**src/rtl/cpu_ctrl_pkg.sv**
```systemverilog
// Shared encodings for the multicycle MIPS-subset controller: opcodes, functs,
// ALU commands, mux select codes and FSM state numbering.
package cpu_ctrl_pkg;

  localparam logic [5:0] OpRType = 6'b000000;
  localparam logic [5:0] OpAddi  = 6'b001000;
  localparam logic [5:0] OpXori  = 6'b001110;
  localparam logic [5:0] OpLw    = 6'b100011;
  localparam logic [5:0] OpSw    = 6'b101011;
  localparam logic [5:0] OpBeq   = 6'b000100;
  localparam logic [5:0] OpBne   = 6'b000101;
  localparam logic [5:0] OpJ     = 6'b000010;
  localparam logic [5:0] OpJal   = 6'b000011;

  localparam logic [5:0] FnAdd = 6'b100000;
  localparam logic [5:0] FnSub = 6'b100010;
  localparam logic [5:0] FnSlt = 6'b101010;
  localparam logic [5:0] FnJr  = 6'b001000;

  typedef enum logic [2:0] {
    AluAdd = 3'b000,
    AluSub = 3'b001,
    AluXor = 3'b010,
    AluSlt = 3'b011
  } alu_cmd_e;

  localparam logic [1:0] SrcBRt    = 2'b00;
  localparam logic [1:0] SrcBFour  = 2'b01;
  localparam logic [1:0] SrcBImm   = 2'b10;
  localparam logic [1:0] SrcBImmSh = 2'b11;

  localparam logic [1:0] PcAlu    = 2'b00;
  localparam logic [1:0] PcAluOut = 2'b01;
  localparam logic [1:0] PcJump   = 2'b10;
  localparam logic [1:0] PcRs     = 2'b11;

  typedef enum logic [3:0] {
    StFetch   = 4'd0,
    StDecode  = 4'd1,
    StExecR   = 4'd2,
    StRwb     = 4'd3,
    StExecI   = 4'd4,
    StIwb     = 4'd5,
    StMemAddr = 4'd6,
    StMemRd   = 4'd7,
    StLwb     = 4'd8,
    StMemWr   = 4'd9,
    StBranch  = 4'd10,
    StJump    = 4'd11,
    StJal     = 4'd12,
    StJr      = 4'd13,
    StTrap    = 4'd14
  } state_e;

endpackage

```
**src/rtl/multicycle_ctrl_if.sv**
```systemverilog
// Controller <-> datapath bundle. master = controller side, slave = datapath side.
interface multicycle_ctrl_if #(
  parameter int unsigned RET_CNT_W = 32
);
  logic [5:0]           opcode;
  logic [5:0]           funct;
  logic                 zero;
  logic                 mem_ready;
  logic                 pc_wr_en;
  logic                 ir_wr_en;
  logic                 mem_addr_sel;
  logic                 mem_wr_en;
  logic                 reg_wr_en;
  logic                 reg_dest;
  logic                 jal_sel_addr;
  logic                 jal_sel_d;
  logic                 mem_to_reg;
  logic                 alu_src_a;
  logic [1:0]           alu_src_b;
  logic [2:0]           alu_sel;
  logic [1:0]           pc_src;
  logic                 instr_done;
  logic                 trap;
  logic [RET_CNT_W-1:0] retired;
  logic [3:0]           state_dbg;

  modport master (
    input  opcode, funct, zero, mem_ready,
    output pc_wr_en, ir_wr_en, mem_addr_sel, mem_wr_en, reg_wr_en, reg_dest, jal_sel_addr,
           jal_sel_d, mem_to_reg, alu_src_a, alu_src_b, alu_sel, pc_src, instr_done, trap,
           retired, state_dbg
  );

  modport slave (
    output opcode, funct, zero, mem_ready,
    input  pc_wr_en, ir_wr_en, mem_addr_sel, mem_wr_en, reg_wr_en, reg_dest, jal_sel_addr,
           jal_sel_d, mem_to_reg, alu_src_a, alu_src_b, alu_sel, pc_src, instr_done, trap,
           retired, state_dbg
  );
endinterface

```
**src/rtl/mem_wait_timer.sv**
```systemverilog
// Counts consecutive stalled memory cycles and flags the cycle in which the
// stall reaches MEM_TIMEOUT. MEM_TIMEOUT = 0 disables the timeout.
module mem_wait_timer #(
  parameter int unsigned MEM_TIMEOUT = 16
) (
  input  logic clk_i,
  input  logic rst_ni,
  input  logic count_i,
  output logic timeout_o
);
  localparam int unsigned CntW = (MEM_TIMEOUT > 1) ? $clog2(MEM_TIMEOUT) : 1;
  localparam logic [CntW-1:0] LastCnt = CntW'((MEM_TIMEOUT == 0) ? 0 : MEM_TIMEOUT - 1);

  logic [CntW-1:0] cnt_q, cnt_d;

  assign timeout_o = (MEM_TIMEOUT != 0) && count_i && (cnt_q == LastCnt);

  // Leaving a memory state needs mem_ready or a timeout, both of which clear the count.
  always_comb begin
    cnt_d = '0;
    if (count_i && !timeout_o && (MEM_TIMEOUT != 0)) cnt_d = cnt_q + CntW'(1);
  end

  always_ff @(posedge clk_i or negedge rst_ni) begin
    if (!rst_ni) cnt_q <= '0;
    else         cnt_q <= cnt_d;
  end
endmodule

```
**src/rtl/multicycle_ctrl.sv**
```systemverilog
// Control FSM for the multicycle MIPS-subset datapath; sequences one shared
// memory port, retires instructions and traps on illegal opcodes or stalls.
module multicycle_ctrl
  import cpu_ctrl_pkg::*;
#(
  parameter int unsigned MEM_TIMEOUT = 16,
  parameter int unsigned RET_CNT_W   = 32
) (
  input logic              clk,
  input logic              reset_n,
  multicycle_ctrl_if.master dp
);
  state_e               state_q, state_d;
  logic [RET_CNT_W-1:0] retired_q;
  logic                 pc_wr, ir_wr, mem_wr, reg_wr;
  logic                 mem_wait, mem_timeout, instr_done;
  alu_cmd_e             alu_cmd;

  assign mem_wait = ((state_q == StFetch) || (state_q == StMemRd) || (state_q == StMemWr)) &&
                    !dp.mem_ready;

  mem_wait_timer #(.MEM_TIMEOUT(MEM_TIMEOUT)) u_timer (
    .clk_i    (clk),
    .rst_ni   (reset_n),
    .count_i  (mem_wait),
    .timeout_o(mem_timeout)
  );

  always_comb begin
    state_d         = state_q;
    pc_wr           = 1'b0;
    ir_wr           = 1'b0;
    mem_wr          = 1'b0;
    reg_wr          = 1'b0;
    dp.mem_addr_sel = 1'b0;
    dp.reg_dest     = 1'b0;
    dp.jal_sel_addr = 1'b0;
    dp.jal_sel_d    = 1'b0;
    dp.mem_to_reg   = 1'b0;
    dp.alu_src_a    = 1'b0;
    dp.alu_src_b    = SrcBRt;
    dp.pc_src       = PcAlu;
    alu_cmd         = AluAdd;
    unique case (state_q)
      StFetch: begin
        dp.alu_src_b = SrcBFour;
        ir_wr        = dp.mem_ready;
        pc_wr        = dp.mem_ready;
        if (dp.mem_ready)    state_d = StDecode;
        else if (mem_timeout) state_d = StTrap;
      end
      StDecode: begin
        dp.alu_src_b = SrcBImmSh;
        case (dp.opcode)
          OpRType: begin
            if (dp.funct == FnJr) state_d = StJr;
            else if (dp.funct == FnAdd || dp.funct == FnSub || dp.funct == FnSlt)
              state_d = StExecR;
            else state_d = StTrap;
          end
          OpAddi, OpXori: state_d = StExecI;
          OpLw, OpSw:     state_d = StMemAddr;
          OpBeq, OpBne:   state_d = StBranch;
          OpJ:            state_d = StJump;
          OpJal:          state_d = StJal;
          default:        state_d = StTrap;
        endcase
      end
      StExecR: begin
        dp.alu_src_a = 1'b1;
        case (dp.funct)
          FnSub:   alu_cmd = AluSub;
          FnSlt:   alu_cmd = AluSlt;
          default: alu_cmd = AluAdd;
        endcase
        state_d = StRwb;
      end
      StRwb: begin
        reg_wr      = 1'b1;
        dp.reg_dest = 1'b1;
        state_d     = StFetch;
      end
      StExecI: begin
        dp.alu_src_a = 1'b1;
        dp.alu_src_b = SrcBImm;
        alu_cmd      = (dp.opcode == OpXori) ? AluXor : AluAdd;
        state_d      = StIwb;
      end
      StIwb: begin
        reg_wr  = 1'b1;
        state_d = StFetch;
      end
      StMemAddr: begin
        dp.alu_src_a = 1'b1;
        dp.alu_src_b = SrcBImm;
        state_d      = (dp.opcode == OpSw) ? StMemWr : StMemRd;
      end
      StMemRd: begin
        dp.mem_addr_sel = 1'b1;
        if (dp.mem_ready)    state_d = StLwb;
        else if (mem_timeout) state_d = StTrap;
      end
      StLwb: begin
        reg_wr        = 1'b1;
        dp.mem_to_reg = 1'b1;
        state_d       = StFetch;
      end
      StMemWr: begin
        dp.mem_addr_sel = 1'b1;
        mem_wr          = 1'b1;
        if (dp.mem_ready)    state_d = StFetch;
        else if (mem_timeout) state_d = StTrap;
      end
      StBranch: begin
        dp.alu_src_a = 1'b1;
        alu_cmd      = AluSub;
        dp.pc_src    = PcAluOut;
        pc_wr        = (dp.opcode == OpBne) ? !dp.zero : dp.zero;
        state_d      = StFetch;
      end
      StJump, StJal: begin
        pc_wr           = 1'b1;
        dp.pc_src       = PcJump;
        reg_wr          = (state_q == StJal);
        dp.jal_sel_addr = (state_q == StJal);
        dp.jal_sel_d    = (state_q == StJal);
        state_d         = StFetch;
      end
      StJr: begin
        pc_wr     = 1'b1;
        dp.pc_src = PcRs;
        state_d   = StFetch;
      end
      StTrap:  state_d = StTrap;
      default: state_d = StTrap;
    endcase
  end

  assign instr_done = (state_q != StFetch) && (state_d == StFetch);

  always_ff @(posedge clk or negedge reset_n) begin
    if (!reset_n) begin
      state_q   <= StFetch;
      retired_q <= '0;
    end else begin
      state_q <= state_d;
      if (instr_done) retired_q <= retired_q + RET_CNT_W'(1);
    end
  end

  // Gate with reset_n so an abort kills any strobe without waiting for a clock edge.
  assign dp.pc_wr_en   = pc_wr & reset_n;
  assign dp.ir_wr_en   = ir_wr & reset_n;
  assign dp.mem_wr_en  = mem_wr & reset_n;
  assign dp.reg_wr_en  = reg_wr & reset_n;
  assign dp.alu_sel    = alu_cmd;
  assign dp.instr_done = instr_done;
  assign dp.trap       = (state_q == StTrap);
  assign dp.retired    = retired_q;
  assign dp.state_dbg  = state_q;
endmodule

```
**src/flat_wrapper.sv**
```systemverilog
// flat-port wrapper written by rule: the top's interface ports become plain ports
module multicycle_ctrl_flat import cpu_ctrl_pkg::*;
#(
  parameter int unsigned MEM_TIMEOUT = 16,
  parameter int unsigned RET_CNT_W   = 32
)
  (clk, reset_n, dp_opcode, dp_funct, dp_zero, dp_mem_ready, dp_pc_wr_en, dp_ir_wr_en, dp_mem_addr_sel, dp_mem_wr_en, dp_reg_wr_en, dp_reg_dest, dp_jal_sel_addr, dp_jal_sel_d, dp_mem_to_reg, dp_alu_src_a, dp_alu_src_b, dp_alu_sel, dp_pc_src, dp_instr_done, dp_trap, dp_retired, dp_state_dbg);
  multicycle_ctrl_if #(.RET_CNT_W(RET_CNT_W)) dp_i ();
  input logic clk;
  input logic reset_n;
  input wire logic [$bits(dp_i.opcode)-1:0] dp_opcode;
  input wire logic [$bits(dp_i.funct)-1:0] dp_funct;
  input wire logic [$bits(dp_i.zero)-1:0] dp_zero;
  input wire logic [$bits(dp_i.mem_ready)-1:0] dp_mem_ready;
  output wire logic [$bits(dp_i.pc_wr_en)-1:0] dp_pc_wr_en;
  output wire logic [$bits(dp_i.ir_wr_en)-1:0] dp_ir_wr_en;
  output wire logic [$bits(dp_i.mem_addr_sel)-1:0] dp_mem_addr_sel;
  output wire logic [$bits(dp_i.mem_wr_en)-1:0] dp_mem_wr_en;
  output wire logic [$bits(dp_i.reg_wr_en)-1:0] dp_reg_wr_en;
  output wire logic [$bits(dp_i.reg_dest)-1:0] dp_reg_dest;
  output wire logic [$bits(dp_i.jal_sel_addr)-1:0] dp_jal_sel_addr;
  output wire logic [$bits(dp_i.jal_sel_d)-1:0] dp_jal_sel_d;
  output wire logic [$bits(dp_i.mem_to_reg)-1:0] dp_mem_to_reg;
  output wire logic [$bits(dp_i.alu_src_a)-1:0] dp_alu_src_a;
  output wire logic [$bits(dp_i.alu_src_b)-1:0] dp_alu_src_b;
  output wire logic [$bits(dp_i.alu_sel)-1:0] dp_alu_sel;
  output wire logic [$bits(dp_i.pc_src)-1:0] dp_pc_src;
  output wire logic [$bits(dp_i.instr_done)-1:0] dp_instr_done;
  output wire logic [$bits(dp_i.trap)-1:0] dp_trap;
  output wire logic [$bits(dp_i.retired)-1:0] dp_retired;
  output wire logic [$bits(dp_i.state_dbg)-1:0] dp_state_dbg;
  assign dp_i.opcode = dp_opcode;
  assign dp_i.funct = dp_funct;
  assign dp_i.zero = dp_zero;
  assign dp_i.mem_ready = dp_mem_ready;
  assign dp_pc_wr_en = dp_i.pc_wr_en;
  assign dp_ir_wr_en = dp_i.ir_wr_en;
  assign dp_mem_addr_sel = dp_i.mem_addr_sel;
  assign dp_mem_wr_en = dp_i.mem_wr_en;
  assign dp_reg_wr_en = dp_i.reg_wr_en;
  assign dp_reg_dest = dp_i.reg_dest;
  assign dp_jal_sel_addr = dp_i.jal_sel_addr;
  assign dp_jal_sel_d = dp_i.jal_sel_d;
  assign dp_mem_to_reg = dp_i.mem_to_reg;
  assign dp_alu_src_a = dp_i.alu_src_a;
  assign dp_alu_src_b = dp_i.alu_src_b;
  assign dp_alu_sel = dp_i.alu_sel;
  assign dp_pc_src = dp_i.pc_src;
  assign dp_instr_done = dp_i.instr_done;
  assign dp_trap = dp_i.trap;
  assign dp_retired = dp_i.retired;
  assign dp_state_dbg = dp_i.state_dbg;
  multicycle_ctrl #(.MEM_TIMEOUT(MEM_TIMEOUT), .RET_CNT_W(RET_CNT_W)) u_core (.clk(clk), .reset_n(reset_n), .dp(dp_i));
endmodule
```
**config.mk**
```make
export PLATFORM = sky130hd
export DESIGN_NAME = multicycle_ctrl_flat
export DESIGN_NICKNAME = d
export VERILOG_FILES = /design/src/rtl/cpu_ctrl_pkg.sv /design/src/rtl/multicycle_ctrl_if.sv /design/src/rtl/mem_wait_timer.sv /design/src/rtl/multicycle_ctrl.sv /design/src/flat_wrapper.sv
export SDC_FILE = /design/constraint.sdc
export NUM_CORES = 1
export LEC_CHECK = 0
export ABC_AREA = 0
export CAP_MARGIN = 5
export CORE_MARGIN = 5
export CORE_UTILIZATION = 52
export CTS_CLUSTER_SIZE = 10
export DETAILED_ROUTE_END_ITERATION = 16
export PLACE_DENSITY = 0.94
export REMOVE_ABC_BUFFERS = 1
export SLEW_MARGIN = 20
export SYNTH_ARGS = -nofsm -noshare
export SYNTH_HDL_FRONTEND = slang
export SYNTH_SLANG_ARGS = --single-unit
```
**constraint.sdc**
```tcl
create_clock -name clk -period 5 [get_ports clk]
set_clock_uncertainty 0.15 [all_clocks]
set_input_delay 0.5 -clock clk [delete_from_list [all_inputs] [get_ports clk]]
set_output_delay 0.5 -clock clk [all_outputs]
set_load 0.02 [all_outputs]
```
# After elaboration in Yosys (flattened, before gate mapping)
# Index checks and enable logic that the tools add are counted.
dict set report op_classes {
  n_addsub 2
  n_mul 0
  div_mod_pow 0
  magnitude_cmp 0
  n_eq_ne 27
  shift 0
  muxes 25
  n_bitwise 4
  n_reduce_logical 25
}
# operator count
set ops {}
lappend ops {{adder 32 x 1 -> 32 bit (second input constant)} 1}
lappend ops {{equality test 4 bit (second input constant)} 8}
lappend ops {{two-way mux 4 bit} 8}
lappend ops {{one-hot mux 4 bit (8 select lines)} 1}
lappend ops {{equality test 6 bit (second input constant)} 5}
lappend ops {{one-hot mux 4 bit (6 select lines)} 1}
lappend ops {{equality test 6 x 4 -> 1 bit (second input constant)} 3}
lappend ops {{equality test 4 x 3 -> 1 bit (second input constant)} 4}
lappend ops {{equality test 6 x 2 -> 1 bit (second input constant)} 2}
lappend ops {{equality test 6 x 3 -> 1 bit (second input constant)} 2}
lappend ops {{one-hot mux 2 bit (3 select lines)} 2}
lappend ops {{OR reduction 2 bit} 6}
lappend ops {{one-hot mux 3 bit (3 select lines)} 1}
lappend ops {{equality test 4 x 2 -> 1 bit (second input constant)} 2}
lappend ops {{logical NOT 4 bit} 2}
lappend ops {{two-way mux 1 bit} 8}
lappend ops {{OR reduction 7 bit} 1}
lappend ops {{logical NOT 6 bit} 1}
lappend ops {{OR reduction 3 bit} 2}
lappend ops {{adder 4 x 1 -> 4 bit (second input constant)} 1}
lappend ops {{bitwise AND 1 bit} 4}
lappend ops {{equality test 4 x 1 -> 1 bit (second input constant)} 1}
lappend ops {{logical AND 1 bit} 4}
lappend ops {{logical OR 1 bit} 4}
lappend ops {{other kinds (7)} 9}
dict set report word_totals {
  ff_bits 40
  latch_bits 0
  mem_bits_rw 0
  rom_bits 0
  input_bits 16
  word_cells 86
  mem_count 0
}

# Depth between registers and ports, before layout
dict set report depth {
  depth_word 10
  mapped_depth 10
  depth_no_buf 8
}

# Cells and area by module
# From an unflattened synthesis, not the netlist that was laid out.
dict set report hier_totals {
  cells_unflattened 290
  area_unflattened_um2 2793.9
}
# mod instances cells_per_inst area_per_inst_um2 seq_area_each_um2
set by_module_without_submodules {}
lappend by_module_without_submodules {multicycle_ctrl 1 275 2620.0 900.9}
lappend by_module_without_submodules {mem_wait_timer 1 15 173.9 100.1}

# Worst setup path before layout
# No wires, ideal clock.
dict set report synth_timing {
  kind {input to output}
  from {in dp_opcode[1]}
  to {out dp_instr_done}
  arrival_ns 2.146
  t_required_ns 4.350
  slack_ns 2.204
  path_stages 7
  path_buffers 2
  path_cell_list {buf_2 or3b_1 o21ai_1 nand3_1 a211o_2 nor3_4 buf_6}
}
dict set report synth_between {
  elab_chain_len 6
}
# item line_no
set synth_lines {}
lappend synth_lines {{from (decl)} flat_wrapper.sv:11} ;# input wire logic [$bits(dp_i.opcode)-1:0] dp_opcode;
lappend synth_lines {{equality test 6 x 3 -> 1 bit, or another cell as far along} multicycle_ctrl.sv:54} ;# case (dp.opcode)
lappend synth_lines {{OR reduction 2 bit} multicycle_ctrl.sv:54}
lappend synth_lines {{one-hot mux 4 bit (6 select lines)} multicycle_ctrl.sv:54}
lappend synth_lines {{one-hot mux 4 bit (8 select lines) *} multicycle_ctrl.sv:44} ;# unique case (state_q)
lappend synth_lines {{named net u_core.state_d[1]} multicycle_ctrl.sv:13} ;# state_e state_q, state_d;
lappend synth_lines {{logical NOT 4 bit *} multicycle_ctrl.sv:139} ;# assign instr_done = (state_q != StFetch) && (state_d == StFetch);
lappend synth_lines {{logical AND 1 bit *} multicycle_ctrl.sv:139}
lappend synth_lines {{to (decl)} flat_wrapper.sv:28} ;# output wire logic [$bits(dp_i.instr_done)-1:0] dp_instr_done;
# Mark *: on every way through the listed nets, which the timed path passes. The rest lies on a longest branch.

# Worst setup path after layout
dict set report layout_timing {
  from {in dp_opcode[2]}
  to {out dp_instr_done}
}
dict set report layout_between {
  elab_chain_len 6
}
# item line_no
set layout_lines {}
lappend layout_lines {{equality test 6 x 3 -> 1 bit, or another cell as far along} multicycle_ctrl.sv:54}
lappend layout_lines {{OR reduction 2 bit} multicycle_ctrl.sv:54}
lappend layout_lines {{one-hot mux 4 bit (6 select lines)} multicycle_ctrl.sv:54}
lappend layout_lines {{one-hot mux 4 bit (8 select lines) *} multicycle_ctrl.sv:44}
lappend layout_lines {{logical NOT 4 bit *} multicycle_ctrl.sv:139}
lappend layout_lines {{logical AND 1 bit *} multicycle_ctrl.sv:139}
# Mark *: on every way between the ends. The rest lies on a longest branch, timed or not.

==> flow_summary.json <==
{
  "status": "completed",
  "synth_top_area_cell": "dfrtp_1",
  "rrSetupSlack_ps": 1830,
  "cts_buffers": 5,
  "synth.top_cells.by_count": "dfrtp_1, xnor2_1, nand3_1",
  "path_clk_slew_ps": 70,
  "crit_end": "dp_instr_done",
  "relSlewSlack_pct": 38.0,
  "max_clock_freq_mhz": 259,
  "drt_wl_total_um": 6220,
  "r2r_end": "u_core.dp.retired[1]$_DFFE_PN0P_",
  "cts_resized": 0,
  "crit_arrival_ps": 3210,
  "dp_hpwl_um": 4620,
  "postRouteAntennaNets": 0,
  "power_mw": 1.36,
  "cp_top_family": "buffers and inverters",
  "avgSynthCellArea_um2": 9.84,
  "wire_per_inst_um": 16.8,
  "fillers": 380,
  "fin_crit_ps": 3860,
  "cp_cell_sequence": "clkdlybuf4s50_1 > or2_1 > a311oi_2 > a2111oi_0 > o211ai_2 > nor3_4 > clkdlybuf4s50_1",
  "rr_worst_depth": 7,
  "swShare_pct": 43.4,
  "async_flop_share_pct": 100,
  "fin_ws_ps": 1140,
  "fin_crit_sh_pct": 77.2,
  "comb_power_share_pct": 49.1,
  "sequentialPowerShare_pct": 34.9,
  "slowest_delay_ps": 680,
  "gp_congestion": 0.888,
  "stdcell_count": 370,
  "antenna_cells": 0,
  "required_ps": 4350,
  "irDropWorstVdd_mv": 0.193,
  "startpoint": "dp_opcode[2]",
  "place_ws_ps": 1180,
  "post-route-util_pct": 69.5,
  "ys_types": 61,
  "syn2layout_area_growth_pct": 29.9,
  "setup_viol": 0,
  "syn_inst": 255,
  "clock_tree.buffer_depth": 2,
  "drive_above_1_share_pct": 8.86,
  "yosysWarningCount": 0,
  "path_class": "input port to output pin",
  "clk-insertion-delay-late_ps": 290,
  "finalHoldViolations": 0,
  "dr.pass1.iters": 4,
  "grt-ovfl-total": 0,
  "seq_area_um2": 1000,
  "synthTopCellsByArea": "dfrtp_1, xnor2_1, nand3_1",
  "synth-seq-area-share_pct": 39.9,
  "critical_path_depth": 7,
  "p_clk_share_pct": 16.0,
  "cts_tree": "built",
  "dp.cells": 362,
  "clock-sinks": 40,
  "synth_edf_count": 0,
  "drt-initial-drc-count": 142,
  "critPathSlowestCell": "a2111oi_0",
  "cp_max_fo": 10,
  "maxCapViolCount": 0,
  "vias": 2186,
  "p_switching_mw": 0.590,
  "worstHoldPathType": "input port to async pin",
  "worst_slew_pin_slew_ps": 931,
  "drc": 0,
  "finalSetupTns_ps": 0,
  "r2r_start": "u_core.dp.state_dbg[2]$_DFF_PN0_",
  "start_util_pct": 53.5,
  "die-area_um2": 6320,
  "p_int_mw": 0.768,
  "cts_setup_buffers": 0,
  "die_w_um": 79.5,
  "yosysMostFrequentCell": "dfrtp_1",
  "p_per_area_nw_per_um2": 417,
  "report.final.slew_viol_count": 0,
  "fin_nets": 333,
  "rows": 25,
  "synthFlopType": "dfrtp_1",
  "cts_root_buffer": "clkbuf_8",
  "rsz0062_at_grt": "false",
  "grtUsageTotal_pct": 20.5,
  "syn-cell-area_um2": 2510,
  "crit_buf_inv": 2,
  "netlist.area_leader.share_pct": 39.9,
  "die_h_um": 79.5,
  "ios": 71,
  "crit_path_end_kind": "output pin",
  "h-tree-depth": 2,
  "crit_path_start_kind": "input port",
  "multi_input_area_um2": 1400,
  "antenna_found_initial": 0,
  "power.leakage_nw": 1.26,
  "grt_pass1_wl_um": 10400,
  "grt_pass1_vias": 2167,
  "grt_start_max_net_pins": 45,
  "hold_buffers": 0,
  "cpMostUsedCell": "clkdlybuf4s50_1",
  "ys_seq_elements": 40,
  "port_buffers": 69,
  "vias_per_cell": 5.91,
  "coreArea_um2": 4690
}
## worst min-delay path by stage
| stage | endpoint | slack [ps] | depth (start not counted) |
|---|---|---|---|
| finish | u_core.dp.retired[13]$_DFFE_PN0P_ | 200 | 1 |
| global route | u_core.dp.retired[12]$_DFFE_PN0P_ | 270 | 1 |
| CTS | u_core.dp.retired[12]$_DFFE_PN0P_ | 220 | 1 |
| detailed placement | u_core.u_timer.cnt_q[0]$_DFF_PN0_ | 310 | 1 |
| global placement | u_core.u_timer.cnt_q[0]$_DFF_PN0_ | 300 | 1 |
| floorplan | u_core.dp.retired[0]$_DFFE_PN0P_ | 50 | 0 |
## flip-flops by register name, indices dropped and copies added, names as in the netlist
name and flops:
u_core.dp.retired 32, u_core.u_timer.cnt_q 4, u_core.dp.state_dbg 4
## stage by stage
step / hold slack, ps / area [µm²]
2_1_floorplan: 54.4 / 2410
3_3_place_gp: 296 / 3170
3_5_place_dp: 306 / 3170
4_1_cts: 223 / 3260
5_1_grt: 266 / 3260
6_report: 196 / 3260
## worst reg2reg max path: cells and delay by family, from the launching register on
| family | cells | cell delay (ps) |
|---|---|---|
| compound gates | 2 | 420 |
| buf+inv | 1 | 330 |
| flops | 1 | 800 |
| mux | 1 | 370 |
| simple gates | 3 | 990 |
## kinds of logic (layout without fill, tap and decap cells)
kind of cell / count (synthesis) / after routing / synth area share [%]
mux: 3 / 3 / 1.30
buf+inv: 20 / 81 / 4.49
compound gates: 31 / 31 / 9.92
xor+xnor: 36 / 36 / 12.6
fa+ha+maj: 2 / 2 / 0.997
other cells: 1 / 1 / 0.149
simple gates: 122 / 122 / 30.7
flops: 40 / 40 / 39.9
## power groups by stage
stage               combinational, mW  sequential, mW  clock [mW]
finish                          0.667           0.473       0.217
detailed placement              0.668           0.478           0
global placement                0.653           0.470           0
floorplan                       0.370           0.491           0
CTS                             0.670           0.472       0.221
global route                    0.720           0.487       0.234
## placed cells by master (no fill, tap or decap), types with 6 or more instances in the layout
master,synthesis,layout
nand3_1,18,18
nor3_1,7,7
clkdlybuf4s50_1,0,68
nand4_1,8,8
nand2_1,12,12
dfrtp_1,40,40
xnor2_1,31,31
a21oi_1,7,7
clkbuf_8,0,6
and3_1,12,12
nand3_2,6,6
nor2_1,14,14
## cell type report
class,count,area share (%)
well taps,54,2.07
repair buffers,70,21.3
inverters,3,0.345
clock buffers,8,2.76
multi-input cells,195,42.8
flip-flops and latches,40,30.7
## per-layer routing
metal	routed length [µm]	track usage [%]	part of all wire (%)	vias to the layer above
met5	0	0	0	-
met4	95	6.87	1.5	0
met3	263	3.95	4.2	11
met2	3130	35.1	50	67
met1	2730	25.8	44	1071
li1	-	-	-	1037
Power figures use the tool's default switching activity.
